==> src/rtl/gbahd_video_pkg.sv <==
// Shared types and dimensions for the upscaled GBA video path.
package gbahd_video_pkg;

   localparam int unsigned GBA_W = 240;
   localparam int unsigned GBA_H = 160;
   localparam int unsigned CNT_W = 11;

   typedef struct packed {
      logic [7:0] red;
      logic [7:0] green;
      logic [7:0] blue;
   } rgb_t;

   typedef enum logic {
      WAIT_SYNC = 1'b0,
      ACTIVE    = 1'b1
   } grid_state_t;

endpackage

==> src/rtl/scale_phase_cnt.sv <==
// Window-gated modulo-SCALE phase counter for one axis.
// phase/inWin describe the current position; registers hold the state of the next one.
module scale_phase_cnt #(
   parameter int unsigned SCALE = 6
) (
   input  logic       clk,
   input  logic       rst,
   input  logic       clr,
   input  logic       step,
   input  logic       start,
   input  logic       stop,
   output logic [3:0] phase,
   output logic       inWin
);

   localparam logic [3:0] PH_LAST = 4'(SCALE - 1);

   logic [3:0] ph_q;
   logic [3:0] ph_d;
   logic       win_q;

   // clr means the position restarts at 0, so registered state is stale this cycle
   always_comb begin
      inWin = clr ? 1'b0 : win_q;
      if (start) begin
         inWin = 1'b1;
      end else if (stop) begin
         inWin = 1'b0;
      end
      phase = (inWin && !start && !clr) ? ph_q : 4'd0;
      ph_d  = phase;
      if (step && inWin) begin
         ph_d = (phase == PH_LAST) ? 4'd0 : phase + 4'd1;
      end
   end

   always_ff @(posedge clk) begin
      if (rst) begin
         ph_q  <= 4'd0;
         win_q <= 1'b0;
      end else begin
         ph_q  <= ph_d;
         win_q <= inWin;
      end
   end

endmodule

==> src/rtl/grid_mask_gen.sv <==
// Tracks upscaled output timing and flags pixels on GBA pixel-grid lines,
// delaying pixel and sync signals by one clock to stay aligned with gridAct.
module grid_mask_gen
   import gbahd_video_pkg::*;
#(
   parameter int unsigned SCALE  = 6,
   parameter int unsigned X_OFF  = 240,
   parameter int unsigned Y_OFF  = 60,
   parameter int unsigned GRID_W = 1,
   parameter bit          VS_POL = 1'b1
) (
   input  logic       clk,
   input  logic       rst,
   input  logic [7:0] pxlInRed,
   input  logic [7:0] pxlInGreen,
   input  logic [7:0] pxlInBlue,
   input  logic       deIn,
   input  logic       hsIn,
   input  logic       vsIn,
   input  logic       gridEnIn,
   output logic [7:0] pxlOutRed,
   output logic [7:0] pxlOutGreen,
   output logic [7:0] pxlOutBlue,
   output logic       deOut,
   output logic       hsOut,
   output logic       vsOut,
   output logic       gridAct
);

   localparam logic [CNT_W-1:0] CNT_MAX = '1;
   localparam logic [CNT_W-1:0] X_END   = CNT_W'(X_OFF + GBA_W * SCALE);
   localparam logic [CNT_W-1:0] Y_END   = CNT_W'(Y_OFF + GBA_H * SCALE);
   localparam logic [3:0]       THR     = 4'(SCALE - GRID_W);

   grid_state_t      state_q, state_d;
   logic [CNT_W-1:0] x_q, y_q, x_cur, y_cur, x_d, y_d;
   logic             vs_prev, grid_en_q;
   logic             fs_c, fall_c, en_c, grid_c;
   logic [3:0]       sub_x, sub_y;
   logic             in_x, in_y;
   rgb_t             pxl_q;

   assign fs_c   = (vsIn == VS_POL) && (vs_prev != VS_POL);
   assign fall_c = deOut && !deIn;

   // Next-state, counter update and grid decision; frame start overrides the stored counts
   always_comb begin
      state_d = state_q;
      x_cur   = (fs_c || fall_c) ? '0 : x_q;
      y_cur   = fs_c ? '0 : y_q;
      x_d     = x_cur;
      y_d     = y_cur;
      if (deIn && x_cur != CNT_MAX) begin
         x_d = x_cur + CNT_W'(1);
      end
      if (fall_c && !fs_c && y_cur != CNT_MAX) begin
         y_d = y_cur + CNT_W'(1);
      end
      en_c   = fs_c ? gridEnIn : grid_en_q;
      grid_c = ((state_q == ACTIVE) || fs_c) && en_c && deIn && in_x && in_y &&
               ((sub_x >= THR) || (sub_y >= THR));
      case (state_q)
         WAIT_SYNC: if (fs_c) state_d = ACTIVE;
         ACTIVE:    state_d = ACTIVE;
         default:   state_d = WAIT_SYNC;
      endcase
   end

   always_ff @(posedge clk) begin
      if (rst) begin
         state_q <= WAIT_SYNC;
      end else begin
         state_q <= state_d;
      end
   end

   always_ff @(posedge clk) begin
      if (rst) begin
         x_q       <= '0;
         y_q       <= '0;
         vs_prev   <= VS_POL;
         grid_en_q <= 1'b0;
         pxl_q     <= '0;
         deOut     <= 1'b0;
         hsOut     <= 1'b0;
         vsOut     <= 1'b0;
         gridAct   <= 1'b0;
      end else begin
         x_q     <= x_d;
         y_q     <= y_d;
         vs_prev <= vsIn;
         if (fs_c) begin
            grid_en_q <= gridEnIn;
         end
         pxl_q   <= {pxlInRed, pxlInGreen, pxlInBlue};
         deOut   <= deIn;
         hsOut   <= hsIn;
         vsOut   <= vsIn;
         gridAct <= grid_c;
      end
   end

   assign pxlOutRed   = pxl_q.red;
   assign pxlOutGreen = pxl_q.green;
   assign pxlOutBlue  = pxl_q.blue;

   scale_phase_cnt #(.SCALE(SCALE)) u_phase_x (
      .clk   (clk),
      .rst   (rst),
      .clr   (fs_c || fall_c),
      .step  (deIn),
      .start (x_cur == CNT_W'(X_OFF)),
      .stop  (x_cur == X_END),
      .phase (sub_x),
      .inWin (in_x)
   );

   scale_phase_cnt #(.SCALE(SCALE)) u_phase_y (
      .clk   (clk),
      .rst   (rst),
      .clr   (fs_c),
      .step  (fall_c && !fs_c),
      .start (y_cur == CNT_W'(Y_OFF)),
      .stop  (y_cur == Y_END),
      .phase (sub_y),
      .inWin (in_y)
   );

endmodule

==> config.mk <==
export PLATFORM = sky130hd
export DESIGN_NAME = grid_mask_gen
export DESIGN_NICKNAME = d
export VERILOG_FILES = /design/src/rtl/gbahd_video_pkg.sv /design/src/rtl/scale_phase_cnt.sv /design/src/rtl/grid_mask_gen.sv
export SDC_FILE = /design/constraint.sdc
export NUM_CORES = 1
export LEC_CHECK = 0
export ABC_AREA = 1
export CAP_MARGIN = 20
export CORE_MARGIN = 2
export CORE_UTILIZATION = 45
export DETAILED_ROUTE_END_ITERATION = 6
export PLACE_DENSITY = 0.77
export SLEW_MARGIN = 20
export SYNTH_ARGS = -nofsm -noshare
export SYNTH_HDL_FRONTEND = slang
export SYNTH_SLANG_ARGS = --single-unit
==> constraint.sdc <==
create_clock -name clk -period 4.7 [get_ports clk]
set_clock_uncertainty 0.2 [all_clocks]
set_input_delay 1.175 -clock clk [delete_from_list [all_inputs] [get_ports clk]]
set_output_delay 1.175 -clock clk [all_outputs]
set_load 0.05 [all_outputs]
-- After elaboration in Yosys (flattened, before gate mapping)
Cells that the tools add are included.
- register bits: 63
- bits of input ports: 30
- logic and storage cells: 75
- equal/unequal tests: 8
- order comparisons: 2
- bitwise gates (word level): 2
- add/sub/neg operators: 4
- multiplexer cells: 19
- reduce and logical (&&, ||, !) cells: 24
- operators with widths (operator ; count):
    2-to-1 mux 11 bit ; 4
    2-to-1 mux 4 bit ; 6
    adder 11 x 1 -> 11 bit, second input constant ; 2
    inequality test 11 bit, second input constant ; 2
    logical AND 1 bit ; 16
    == test 11 x 10 -> 1 bit, second input constant ; 1
    == test 11 bit, second input constant ; 1
    == test 11 x 6 -> 1 bit, second input constant ; 1
    == test 11 x 8 -> 1 bit, second input constant ; 1
    adder 4 x 1 -> 4 bit, second input constant ; 2
    == test 4 x 3 -> 1 bit, second input constant ; 2
    greater-or-equal comparator 4 x 3 -> 1 bit, second input constant ; 2
    2-to-1 mux 1 bit ; 8
    zero test 1 bit ; 5
    logical OR 1 bit ; 3
    inverter 1 bit ; 2
    case mux 1 bit (2 select lines) ; 1

-- Longest topological paths before layout
Gate-level depths: netlist of run 1.
- depth after elaboration: 13
- mapped depth: 16

-- Modules after synthesis
A second synthesis of run 1 with hierarchy kept.
- cells, all modules: 422
- area, all modules: 3047.9 um^2
- modules (own cells, without submodules) (module ; area each (um^2) ; times used ; cells an instance):
    grid_mask_gen ; 2439.8 ; 1 ; 334
    scale_phase_cnt ; 304.0 ; 2 ; 44

-- Worst setup path after synthesis of run 1
OpenSTA, ideal clock, no wires.
- kind: in2reg
- start: input deIn
- end: register u_phase_x.ph_q[2]
- path slack: 1.764 ns
- stages: 14
- required time: 4.383 ns
- library setup time: 0.117 ns
- buffers on the path: 0
- arrival: 2.619 ns
- cell sequence: inv_2 -> nand2_4 -> nand2_8 -> nor2_1 -> inv_1 -> ha_1 -> nand2_1 -> nor2_1 -> nor2_1 -> nand3_1 -> nor2_1 -> nand3_1 -> nand2_1 -> nor2_1
- longest elaborated chain between the ends: 13
- elaborated cells between the ends (all ways): 19
- RTL lines (what ; line ; text):
    from (decl) ; grid_mask_gen.sv:17 ; input logic deIn,
    zero test 1 bit ; grid_mask_gen.sv:44 ; assign fall_c = deOut && !deIn;
    logical AND 1 bit ; grid_mask_gen.sv:44 ;
    logical OR 1 bit ; grid_mask_gen.sv:49, grid_mask_gen.sv:110 ;
    2-to-1 mux 11 bit ; grid_mask_gen.sv:49 ; x_cur = (fs_c || fall_c) ? '0 : x_q;
    == test 11 bit ; grid_mask_gen.sv:113 ; .stop (x_cur == X_END),
    2-to-1 mux 1 bit ; scale_phase_cnt.sv:27 ; end else if (stop) begin
    2-to-1 mux 1 bit ; scale_phase_cnt.sv:25 ; if (start) begin
    logical AND 1 bit (2 in series) ; scale_phase_cnt.sv:30 ; phase = (inWin && !start && !clr) ? ph_q : 4'd0;
    2-to-1 mux 4 bit ; scale_phase_cnt.sv:30 ;
    adder 4 x 1 -> 4 bit / == test 4 x 3 -> 1 bit (equally long branches) ; scale_phase_cnt.sv:33 ; ph_d = (phase == PH_LAST) ? 4'd0 : phase + 4'd1;
    2-to-1 mux 4 bit ; scale_phase_cnt.sv:33 ;
    2-to-1 mux 4 bit (*) ; scale_phase_cnt.sv:32 ; if (step && inWin) begin
    to (signal assigned) ; scale_phase_cnt.sv:42 ; ph_q <= ph_d;
    to (decl) ; scale_phase_cnt.sv:18 ; logic [3:0] ph_q;
Every way passes the cells marked *; elsewhere a longest branch is shown, timed or not.
A chain may end at the register's enable or synchronous reset.

-- Worst setup path after layout of run 1
Same ends and word-level chain as after synthesis.

==> flow_metrics.env, run 1 <==
export IMPL_cts_hold_buf=0
export IMPL_initial_utilization_pct=46.2
export IMPL_cts_root_buffer="clkbuf_8"
export IMPL_final_core_util_pct=59.9
export IMPL_drv_cap=0
export IMPL_use_met2_pct=32.1
export IMPL_seqCellArea_mm2=0.00126
export IMPL_cts_resized=0
export IMPL_worst_pin_slew_ns=0.577
export IMPL_pin_count=58
export IMPL_worst_path_largest_cell_delay_ns=0.61
export IMPL_layout_commonest_cell="nor2_1"
export IMPL_worst_path_max_fanout=9
export IMPL_coreArea_mm2=0.00631
export IMPL_htree_levels=3
export IMPL_slew_headroom_pct=61.5
export IMPL_synth_area_mm2=0.00292
export IMPL_required_ns=4.74
export IMPL_switching_power_w=0.000319
export IMPL_clock_latency_ns=0.35
export IMPL_area_growth_pct=29.7
export IMPL_vias=2734
export IMPL_period_share_pct=76.1
export IMPL_grt_max_degree=43
export IMPL_clkSlewWorstSetupHoldPaths_ns=0.07
export IMPL_async_flop_share_pct=0
export IMPL_clkPwrFrac_pct=43.6
export IMPL_synthDistinctLibCells=37
export IMPL_grt_util_met3_pct=7.57
export IMPL_p_leak_nw=1.61
export IMPL_nFillCells=567
export IMPL_setup_viol=0
export IMPL_critPathLaunchType="primary input"
export IMPL_std_cell_rows=29
export IMPL_dpl_instance_area_mm2=0.00355
export IMPL_combinationalPowerShare_pct=11.7
export IMPL_drive_above_1_share_pct=8.84
export IMPL_drc_errors=0
export IMPL_track_usage_pct=19.4
export IMPL_diodes=0
export IMPL_end_kind="flop"
export IMPL_status="finished, final reports clean"
export IMPL_dp_hpwl_um=4620
export IMPL_slew_viol_final=0
export IMPL_use_met1_pct=21.1
export IMPL_hold_ws_ns=0.270
export IMPL_multi_input_area_mm2=0.00133
export IMPL_critical_path_class="primary input to flop"
export IMPL_nNetsFinal=504
export IMPL_wl_um=6500
export IMPL_hold_viol_final=0
export IMPL_arrival_ns=3.62
export IMPL_ys_ff_latch=63
export IMPL_swShare_pct=25.8
export IMPL_cp_cell_sequence="clkdlybuf4s50_1 > inv_2 > nand2_4 > nand2_8 > nor2_1 > inv_1 > ha_1 > nand2_1 > nor2_1 > nor2_1 > nand3_1 > nor2_1 > nand3_1 > nand2_1 > nor2_1"
export IMPL_power_density_mw_per_mm2=328
export IMPL_clk_path_buf_depth=2
export IMPL_synthesis_nets=443
export IMPL_crit_top_cell="nor2_1"
export IMPL_rsz0062_at_grt="false"
export IMPL_synth_edf_count=0
export IMPL_busiest_layer="met2"
export IMPL_design_area_mm2=0.00378
export IMPL_vdd_drop_max_mv=0.225
export IMPL_p_int_w=0.000920
export IMPL_pwr_share_seq_pct=44.7
export IMPL_die_w_um=84.5
export IMPL_hold_class="flop to flop"
export IMPL_drtAntennaViolNets=0
export IMPL_cts_tree="yes"
export IMPL_cts_sinks=63
export IMPL_grt_pass1_wl_um=11200
export IMPL_portBuffers=57
export IMPL_drt_iter0_drc=150
export IMPL_yosysSeqAreaShare_pct=43.2
export IMPL_grt_pass1_vias=2644
export IMPL_cts_buffers=9
export IMPL_synthCells=409
export IMPL_crit_slowest_cell="clkdlybuf4s50_1"
export IMPL_yosys_warnings=0
export IMPL_ys_flop_type="dfxtp_1"
export IMPL_routabilityCongestion=0.963
export IMPL_first_pass_iters=4
export IMPL_wl_per_cell_um=11.8
export IMPL_syn_area_per_cell_um2=7.13
export IMPL_grt_overflow_total=0
export IMPL_die_area_mm2=0.00714
export IMPL_chipHeight_um=84.5
export IMPL_fin_setup_tns_ns=0
export IMPL_finalCriticalPeriod_ns=3.58
export IMPL_final_cell_mix="86 x nor2_1, 68 x inv_1, 63 x dfxtp_1"
export IMPL_cts_setup_buffers=0
export IMPL_via_per_inst=4.95
export IMPL_clock_fmax_mhz=280
export IMPL_antenna_found_initial=0
## flip-flops by register name, summed over array words and instances, names as in the netlist, 4 cells and up
| signal | flops |
|---|---|
| x_q | 11 |
| u_phase_x.ph_q | 4 |
| pxlOutGreen | 8 |
| u_phase_y.ph_q | 4 |
| pxlOutBlue | 8 |
| y_q | 11 |
| pxlOutRed | 8 |
## stage by stage
step | setup slack (ns) | cells | power [W]
finish | 1.12 | 552 | 0.00124
global route | 0.900 | 552 | 0.00129
CTS | 1.17 | 552 | 0.00125
detailed placement | 0.801 | 536 | 0.000712
global placement | 0.924 | 536 | 0.000710
floorplan | 1.76 | 409 | 0.000654
## power by group through the flow
stage | Clock [W] | Combinational (W) | Sequential, W
floorplan | 0 | 0.0000442 | 0.000610
global placement | 0 | 0.000144 | 0.000566
detailed placement | 0 | 0.000146 | 0.000567
CTS | 0.000550 | 0.000147 | 0.000554
global route | 0.000573 | 0.000157 | 0.000555
finish | 0.000540 | 0.000145 | 0.000554
## area by class of cell
class | instances | share of cell area [%]
clock buffer | 10 | 3.64
clock inverter | 6 | 2.45
sequential | 63 | 33.3
tap | 77 | 2.55
timing repair buffer | 59 | 15.5
multi-input combinational | 265 | 35.2
inverter | 72 | 7.34
## routing by layer
layer / vias to the layer above / share of wire [%]
li1: 1399 / -
met1: 1207 / 42
met2: 109 / 46
met3: 19 / 9.1
met4: 0 / 3.0
met5: - / 0
## Yosys cell counts, types with 2 or more instances
library cell  count  area [um^2]
inv_1            68          255
nand2_2           6         37.5
nand2_4           3         33.8
o211ai_1          2         15.0
inv_2             2         7.51
ha_1              4         50.1
a21oi_1          22          110
xor2_1            2         17.5
clkbuf_1          6         22.5
dfxtp_1          63         1260
o21ai_0          18         90.1
nor3_1            7         35.0
nand2_1          59          221
nand3_1          27          135
xnor2_1           3         26.3
a21oi_2           2         17.5
nand4_1           7         43.8
nand3_2           4         40.0
nor2_1           86          323
## cell families after synthesis
| kind of cell | synth area share, % |
|---|---|
| AO/OA/AOI/OAI | 9.05 |
| flip-flops | 43.2 |
| adder cells (fa/ha/maj) | 1.72 |
| AND/OR/NAND/NOR | 33.0 |
| multiplexers | 0.343 |
| buffers and inverters | 11.1 |
| XOR/XNOR | 1.50 |
## worst paths after layout
check                           startpoint                end  slack (ns)  depth (start not counted)
worst max-delay path                  deIn  u_phase_x.ph_q[2]        1.12                         15
worst min-delay path               state_q            state_q        0.27                          2
worst max register to register     vs_prev  u_phase_x.ph_q[2]        2.13                         14
worst min register to register     state_q            state_q        0.27                          2
## worst max-delay path, delay by kind of cell
family	cells	cell delay, ns
and+or+nand+nor	11	1.38
buffers and inverters	3	0.84
adders and majority gates	1	0.22
Power figures use the tool's default switching activity.
==> run 2: changes to the inputs <==
--- a/config.mk
+++ b/config.mk
@@ -10,7 +10,7 @@
 export CORE_MARGIN = 2
 export CORE_UTILIZATION = 45
 export DETAILED_ROUTE_END_ITERATION = 6
-export PLACE_DENSITY = 0.77
+export PLACE_DENSITY = 0.8
 export SLEW_MARGIN = 20
 export SYNTH_ARGS = -nofsm -noshare
 export SYNTH_HDL_FRONTEND = slang
==> constraint.sdc (replaced) <==
create_clock -name clk -period 2.9 [get_ports clk]
set_clock_uncertainty 0.2 [all_clocks]
set_input_delay 0.725 -clock clk [delete_from_list [all_inputs] [get_ports clk]]
set_output_delay 0.725 -clock clk [all_outputs]
set_load 0.05 [all_outputs]
==> run 2 against run 1 <==
  * Sequential share of layout area down 2.1 points
  * Global-route usage up 1.0 points
  * Utilization up 4.0 points
  * Final cell count up 6.2%
  * Largest cell class unchanged
  * Critical path type unchanged
  * Critical endpoint is now gridAct
==> flow_metrics.env, run 2 (synthesis results as in run 1) <==
export IMPL_layout_commonest_cell="nor2_1"
export IMPL_vdd_drop_max_mv=0.313
export IMPL_nFillCells=553
export IMPL_routabilityCongestion=0.898
export IMPL_grt_max_degree=27
export IMPL_final_cell_mix="82 x nor2_1, 68 x inv_1, 63 x dfxtp_1"
export IMPL_r2r_slack_ns=0.68
export IMPL_worst_pin_slew_ns=0.653
export IMPL_slew_viol_final=0
export IMPL_chipHeight_um=84.5
export IMPL_grt_pass1_wl_um=11700
export IMPL_die_area_mm2=0.00714
export IMPL_rr_startpoint="vs_prev"
export IMPL_grt_pass1_vias=2790
export IMPL_setup_slack_ns=0.125
export IMPL_hold_class="flop to flop"
export IMPL_slew_headroom_pct=56.4
export IMPL_critical_path_class="primary input to flop"
export IMPL_hold_viol_final=0
export IMPL_std_cell_rows=29
export IMPL_clock_fmax_mhz=360
export IMPL_reg_largest_list="x_q (11), y_q (11)"
export IMPL_pwr_share_seq_pct=46.0
export IMPL_combinationalPowerShare_pct=13.3
export IMPL_drc_errors=0
export IMPL_setup_viol=0
export IMPL_wl_um=7070
export IMPL_cp_startpoint="deIn"
export IMPL_pre_cts_slack_ns=-0.206
export IMPL_path_depth=14
export IMPL_initial_utilization_pct=46.2
export IMPL_cp_cell_sequence="clkdlybuf4s50_1 > inv_2 > nand2_4 > nand2_8 > nor2_1 > inv_1 > ha_1 > nand2_1 > o21ai_0 > nor2_1 > nand3_1 > a21oi_2 > nor2_1 > nor2_1"
export IMPL_seqCellArea_mm2=0.00126
export IMPL_cts_hold_buf=0
export IMPL_fin_setup_tns_ns=0
export IMPL_drt_iter0_drc=199
export IMPL_vias=2888
export IMPL_cts_buffers=9
export IMPL_power_density_mw_per_mm2=484
export IMPL_crit_family="simple AND/OR/NAND/NOR gates"
export IMPL_drv_cap=0
export IMPL_die_w_um=84.5
export IMPL_portBuffers=57
export IMPL_status="finished, final reports clean"
export IMPL_crit_slowest_cell="clkdlybuf4s50_1"
export IMPL_crit_top_cell="nor2_1"
export IMPL_clock_latency_ns=0.35
export IMPL_cts_root_buffer="clkbuf_8"
export IMPL_grt_overflow_total=0
export IMPL_p_int_w=0.00142
export IMPL_drive_above_1_share_pct=16.3
export IMPL_pin_count=58
export IMPL_worst_path_max_fanout=3
export IMPL_cts_tree="yes"
export IMPL_critPathLaunchType="primary input"
export IMPL_drtAntennaViolNets=0
export IMPL_r2r_end="gridAct"
export IMPL_cts_sinks=63
export IMPL_htree_levels=3
export IMPL_arrival_ns=2.86
export IMPL_clk_path_buf_depth=2
export IMPL_wl_per_cell_um=12.1
export IMPL_dp_hpwl_um=5010
export IMPL_required_ns=2.99
export IMPL_swShare_pct=27.4
export IMPL_p_leak_nw=1.75
export IMPL_finalCriticalPeriod_ns=2.78
export IMPL_place_inst=569
export IMPL_via_per_inst=4.93
export IMPL_clkPwrFrac_pct=40.7
export IMPL_hold_start="state_q"
export IMPL_nNetsFinal=538
export IMPL_end_kind="flop"
export IMPL_clkSlewWorstSetupHoldPaths_ns=0.07
export IMPL_diodes=0
export IMPL_worst_path_largest_cell_delay_ns=0.51
export IMPL_first_pass_iters=5
export IMPL_instances_no_fill=586
export IMPL_period_share_pct=95.7
export IMPL_crit_end="gridAct"
export IMPL_area_growth_pct=38.4
export IMPL_coreArea_mm2=0.00631
export IMPL_final_core_util_pct=64.0
export IMPL_switching_power_w=0.000535
export IMPL_track_usage_pct=20.5
export IMPL_dpl_instance_area_mm2=0.00380
export IMPL_crit_buf_inv=3
export IMPL_multi_input_area_mm2=0.00136
export IMPL_antenna_found_initial=0
export IMPL_design_area_mm2=0.00404
export IMPL_ff2ff_path_depth=13
## run 2: cell types whose count changed in the layout (fill, tap and decap cells not counted), moves of 2 or more
cell,previous run,this run
buf_4,2,36
nor2_1,86,82
nor2_2,1,5
clkinvlp_4,2,4
nand3_1,27,25
nand3_2,4,6
o21ai_0,18,16
o21ai_1,0,2
## run 2: routing by layer
layer | part of all wire (%) | track usage (%) | vias to the layer above | routed length [um]
met5 | 0 | 0 | - | 0
met4 | 2.1 | 8.37 | 0 | 152
met3 | 8.9 | 8.95 | 18 | 632
met2 | 47 | 34.4 | 113 | 3340
met1 | 42 | 22.6 | 1283 | 2940
li1 | - | - | 1474 | -
## run 2: power by group through the flow
stage / logic (W) / registers (W) / clock network [W]
after CTS: 0.000260 / 0.000899 / 0.000817
after detailed placement: 0.000258 / 0.000918 / 0
after global placement: 0.000255 / 0.000917 / 0
after global routing: 0.000277 / 0.000901 / 0.000851
final: 0.000259 / 0.000898 / 0.000796
after floorplan: 0.0000716 / 0.000988 / 0
## run 2: worst register-to-register path: stages, from the launching register on
cell	delay [ns]
dfxtp_1	0.33
inv_1	0.07
nand2_4	0.10
nand2_8	0.06
nor2_1	0.18
inv_1	0.09
ha_1	0.22
nand2_1	0.10
o21ai_0	0.09
nor2_1	0.18
nand3_1	0.19
a21oi_2	0.20
nor2_1	0.07
nor2_1	0.09
## run 2: layout make-up
| cell class | instances | area share [%] |
|---|---|---|
| multi-input cells | 265 | 33.6 |
| flip-flops and latches | 63 | 31.2 |
| repair buffers | 93 | 20.8 |
| inverters | 72 | 6.88 |
| clock buffers | 10 | 3.41 |
| well taps | 77 | 2.39 |
| clock inverters | 6 | 1.70 |
## run 2: how the worst min path moves through the flow
| stage | endpoint | slack, ns | cells after the start |
|---|---|---|---|
| after CTS | state_q | 0.28 | 2 |
| after detailed placement | state_q | 0.26 | 2 |
| final | state_q | 0.27 | 2 |
| after floorplan | state_q | 0.23 | 2 |
| after global placement | state_q | 0.24 | 2 |
| after global routing | state_q | 0.33 | 2 |
## run 2: metrics by stage
stage               total power (W)  hold WS, ns
floorplan                   0.00106        0.227
global placement            0.00117        0.240
detailed placement          0.00118        0.262
CTS                         0.00198        0.278
global route                0.00203        0.327
finish                      0.00195        0.269
## run 2: repair_timing
action / CTS / global route
setup endpoints to repair: 0 / 9
resized for setup: 0 / 9
buffers inserted: 0 / 1
==> run 3: changes to the inputs <==
--- a/config.mk
+++ b/config.mk
@@ -10,7 +10,8 @@
 export CORE_MARGIN = 2
 export CORE_UTILIZATION = 45
 export DETAILED_ROUTE_END_ITERATION = 6
-export PLACE_DENSITY = 0.8
+export DONT_BUFFER_PORTS = 1
+export PLACE_DENSITY = 0.68
 export SLEW_MARGIN = 20
 export SYNTH_ARGS = -nofsm -noshare
 export SYNTH_HDL_FRONTEND = slang
==> constraint.sdc (replaced) <==
create_clock -name clk -period 2.4 [get_ports clk]
set_clock_uncertainty 0.2 [all_clocks]
set_input_delay 0.6 -clock clk [delete_from_list [all_inputs] [get_ports clk]]
set_output_delay 0.6 -clock clk [all_outputs]
set_load 0.05 [all_outputs]
==> run 3 against run 2 <==
  * First-iteration DRC count is 16% lower
  * Clock power rose by 20%
  * Sequential power increased by 30%
  * Global-route usage shrank 2.3 points
  * Final cell count is 13% lower
  * Critical path type is now flop to flop
  * Critical endpoint is now u_phase_x.ph_q[1]
  * Largest power group unchanged
  * Highest routed layer unchanged
==> flow_metrics.env, run 3 (synthesis results as in run 1) <==
export IMPL_drtAntennaViolNets=0
export IMPL_hold_viol_final=0
export IMPL_grt_overflow_total=0
export IMPL_drc_errors=0
export IMPL_arrival_ns=2.25
export IMPL_clkSlewWorstSetupHoldPaths_ns=0.08
export IMPL_final_core_util_pct=52.7
export IMPL_crit_buf_inv=2
export IMPL_worst_path_largest_cell_delay_ns=0.34
export IMPL_area_growth_pct=14.0
export IMPL_nNetsFinal=463
export IMPL_cts_hold_buf=0
export IMPL_dp_hpwl_um=4450
export IMPL_p_leak_nw=1.47
export IMPL_critPathLaunchType="flop"
export IMPL_worst_pin_slew_ns=0.614
export IMPL_std_cell_rows=29
export IMPL_vdd_drop_max_mv=0.496
export IMPL_clock_fmax_mhz=453
export IMPL_hold_class="primary input to flop"
export IMPL_wl_per_cell_um=12.2
export IMPL_reg_largest_list="x_q (11), y_q (11)"
export IMPL_dpl_instance_area_mm2=0.00311
export IMPL_clock_latency_ns=0.35
export IMPL_drt_iter0_drc=168
export IMPL_cts_root_buffer="clkbuf_8"
export IMPL_design_area_mm2=0.00333
export IMPL_layout_commonest_cell="nor2_1"
export IMPL_power_density_mw_per_mm2=675
export IMPL_cts_tree="yes"
export IMPL_slew_viol_final=0
export IMPL_die_area_mm2=0.00714
export IMPL_routabilityCongestion=0.880
export IMPL_worst_path_max_fanout=5
export IMPL_pin_count=58
export IMPL_die_w_um=84.5
export IMPL_status="finished, final reports clean"
export IMPL_crit_top_cell="nor2_1"
export IMPL_chipHeight_um=84.5
export IMPL_htree_levels=3
export IMPL_first_pass_iters=4
export IMPL_cts_setup_buffers=0
export IMPL_initial_utilization_pct=46.2
export IMPL_cp_cell_sequence="inv_1 > nand2_4 > nand2_8 > nor2_1 > inv_1 > ha_1 > nand2_1 > nor2_1 > nor2_1 > nand3_1 > o21ai_0 > o21ai_0"
export IMPL_final_cell_mix="84 x nor2_1, 68 x inv_1, 63 x dfxtp_1"
export IMPL_grt_pass1_wl_um=10500
export IMPL_diodes=0
export IMPL_required_ns=2.44
export IMPL_antenna_found_initial=0
export IMPL_grt_pass1_vias=2385
export IMPL_period_share_pct=92.0
export IMPL_vias=2537
export IMPL_wl_um=6240
export IMPL_grt_max_degree=44
export IMPL_cts_buffers=9
export IMPL_portBuffers=0
export IMPL_drv_cap=0
export IMPL_end_kind="flop"
export IMPL_crit_slowest_cell="dfxtp_1"
export IMPL_slew_headroom_pct=59.0
export IMPL_crit_family="simple AND/OR/NAND/NOR gates"
export IMPL_coreArea_mm2=0.00631
export IMPL_clk_path_buf_depth=2
export IMPL_critical_path_class="flop to flop"
export IMPL_track_usage_pct=18.2
export IMPL_finalCriticalPeriod_ns=2.21
export IMPL_cts_sinks=63
export IMPL_via_per_inst=4.96
export IMPL_drive_above_1_share_pct=14.1
export IMPL_setup_viol=0
## run 3: changes by cell type in the layout (fill, tap and decap cells not counted), moves of 2 or more
cell,change
buf_4,-19
clkinvlp_4,-3
inv_6,+3
nand3_2,-2
clkdlybuf4s50_1,-57
nand3_1,+2
nor2_2,-2
o21ai_1,-2
nor2_1,+2
o21ai_0,+2
## run 3: worst paths after layout
check	start	to	slack, ns	cells after the start
max reg2reg	vs_prev	u_phase_x.ph_q[1]	0.19	12
min	rst	x_q[5]	0.12	1
max	vs_prev	u_phase_x.ph_q[1]	0.19	12
min reg2reg	state_q	state_q	0.27	2
## run 3: worst reg2reg max path, cell delays in order, from the launching register on
cell and delay [ns]:
dfxtp_1 0.34, inv_1 0.07, nand2_4 0.11, nand2_8 0.07, nor2_1 0.14, inv_1 0.08
ha_1 0.21, nand2_1 0.10, nor2_1 0.06, nor2_1 0.16, nand3_1 0.20, o21ai_0 0.28
o21ai_0 0.10
## run 3: through the flow
step                hold WS (ns)  instances  total power, W   TNS, ns  setup slack (ns)
global route              0.0949        511         0.00233  -0.00522          -0.00522
finish                     0.115        511         0.00225         0             0.192
floorplan                  0.227        409         0.00128         0            0.0390
detailed placement         0.266        495         0.00131    -0.370           -0.0917
global placement           0.250        495         0.00131   -0.0963           -0.0513
CTS                       0.0960        511         0.00227         0             0.191
## run 3: what timing repair did
item | 4_1_cts | 5_1_grt
resized for setup | 0 | 3
hold endpoints to repair | 0 | 0
endpoints found under the setup margin | 0 | 4
## run 3: layout make-up
class / instances / area (um^2)
timing repair buffer: 18 / 148
tap: 77 / 96.3
clock inverter: 7 / 77.6
multi-input combinational: 265 / 1340
inverter: 72 / 278
fill: 617 / 2990
clock buffer: 9 / 124
sequential: 63 / 1260
## run 3: power by group
part	internal (W)	switching [W]
registers	0.00108	0.0000945
logic	0.0000467	0.0000729
clock network	0.000492	0.000463
## run 3: per-layer routing
layer	up-vias	GRT usage [%]	wire (um)
met5	-	0	0
met3	6	6.59	427
met2	77	29.8	2910
met1	1133	22.1	2840
met4	0	5.92	57
li1	1321	-	-
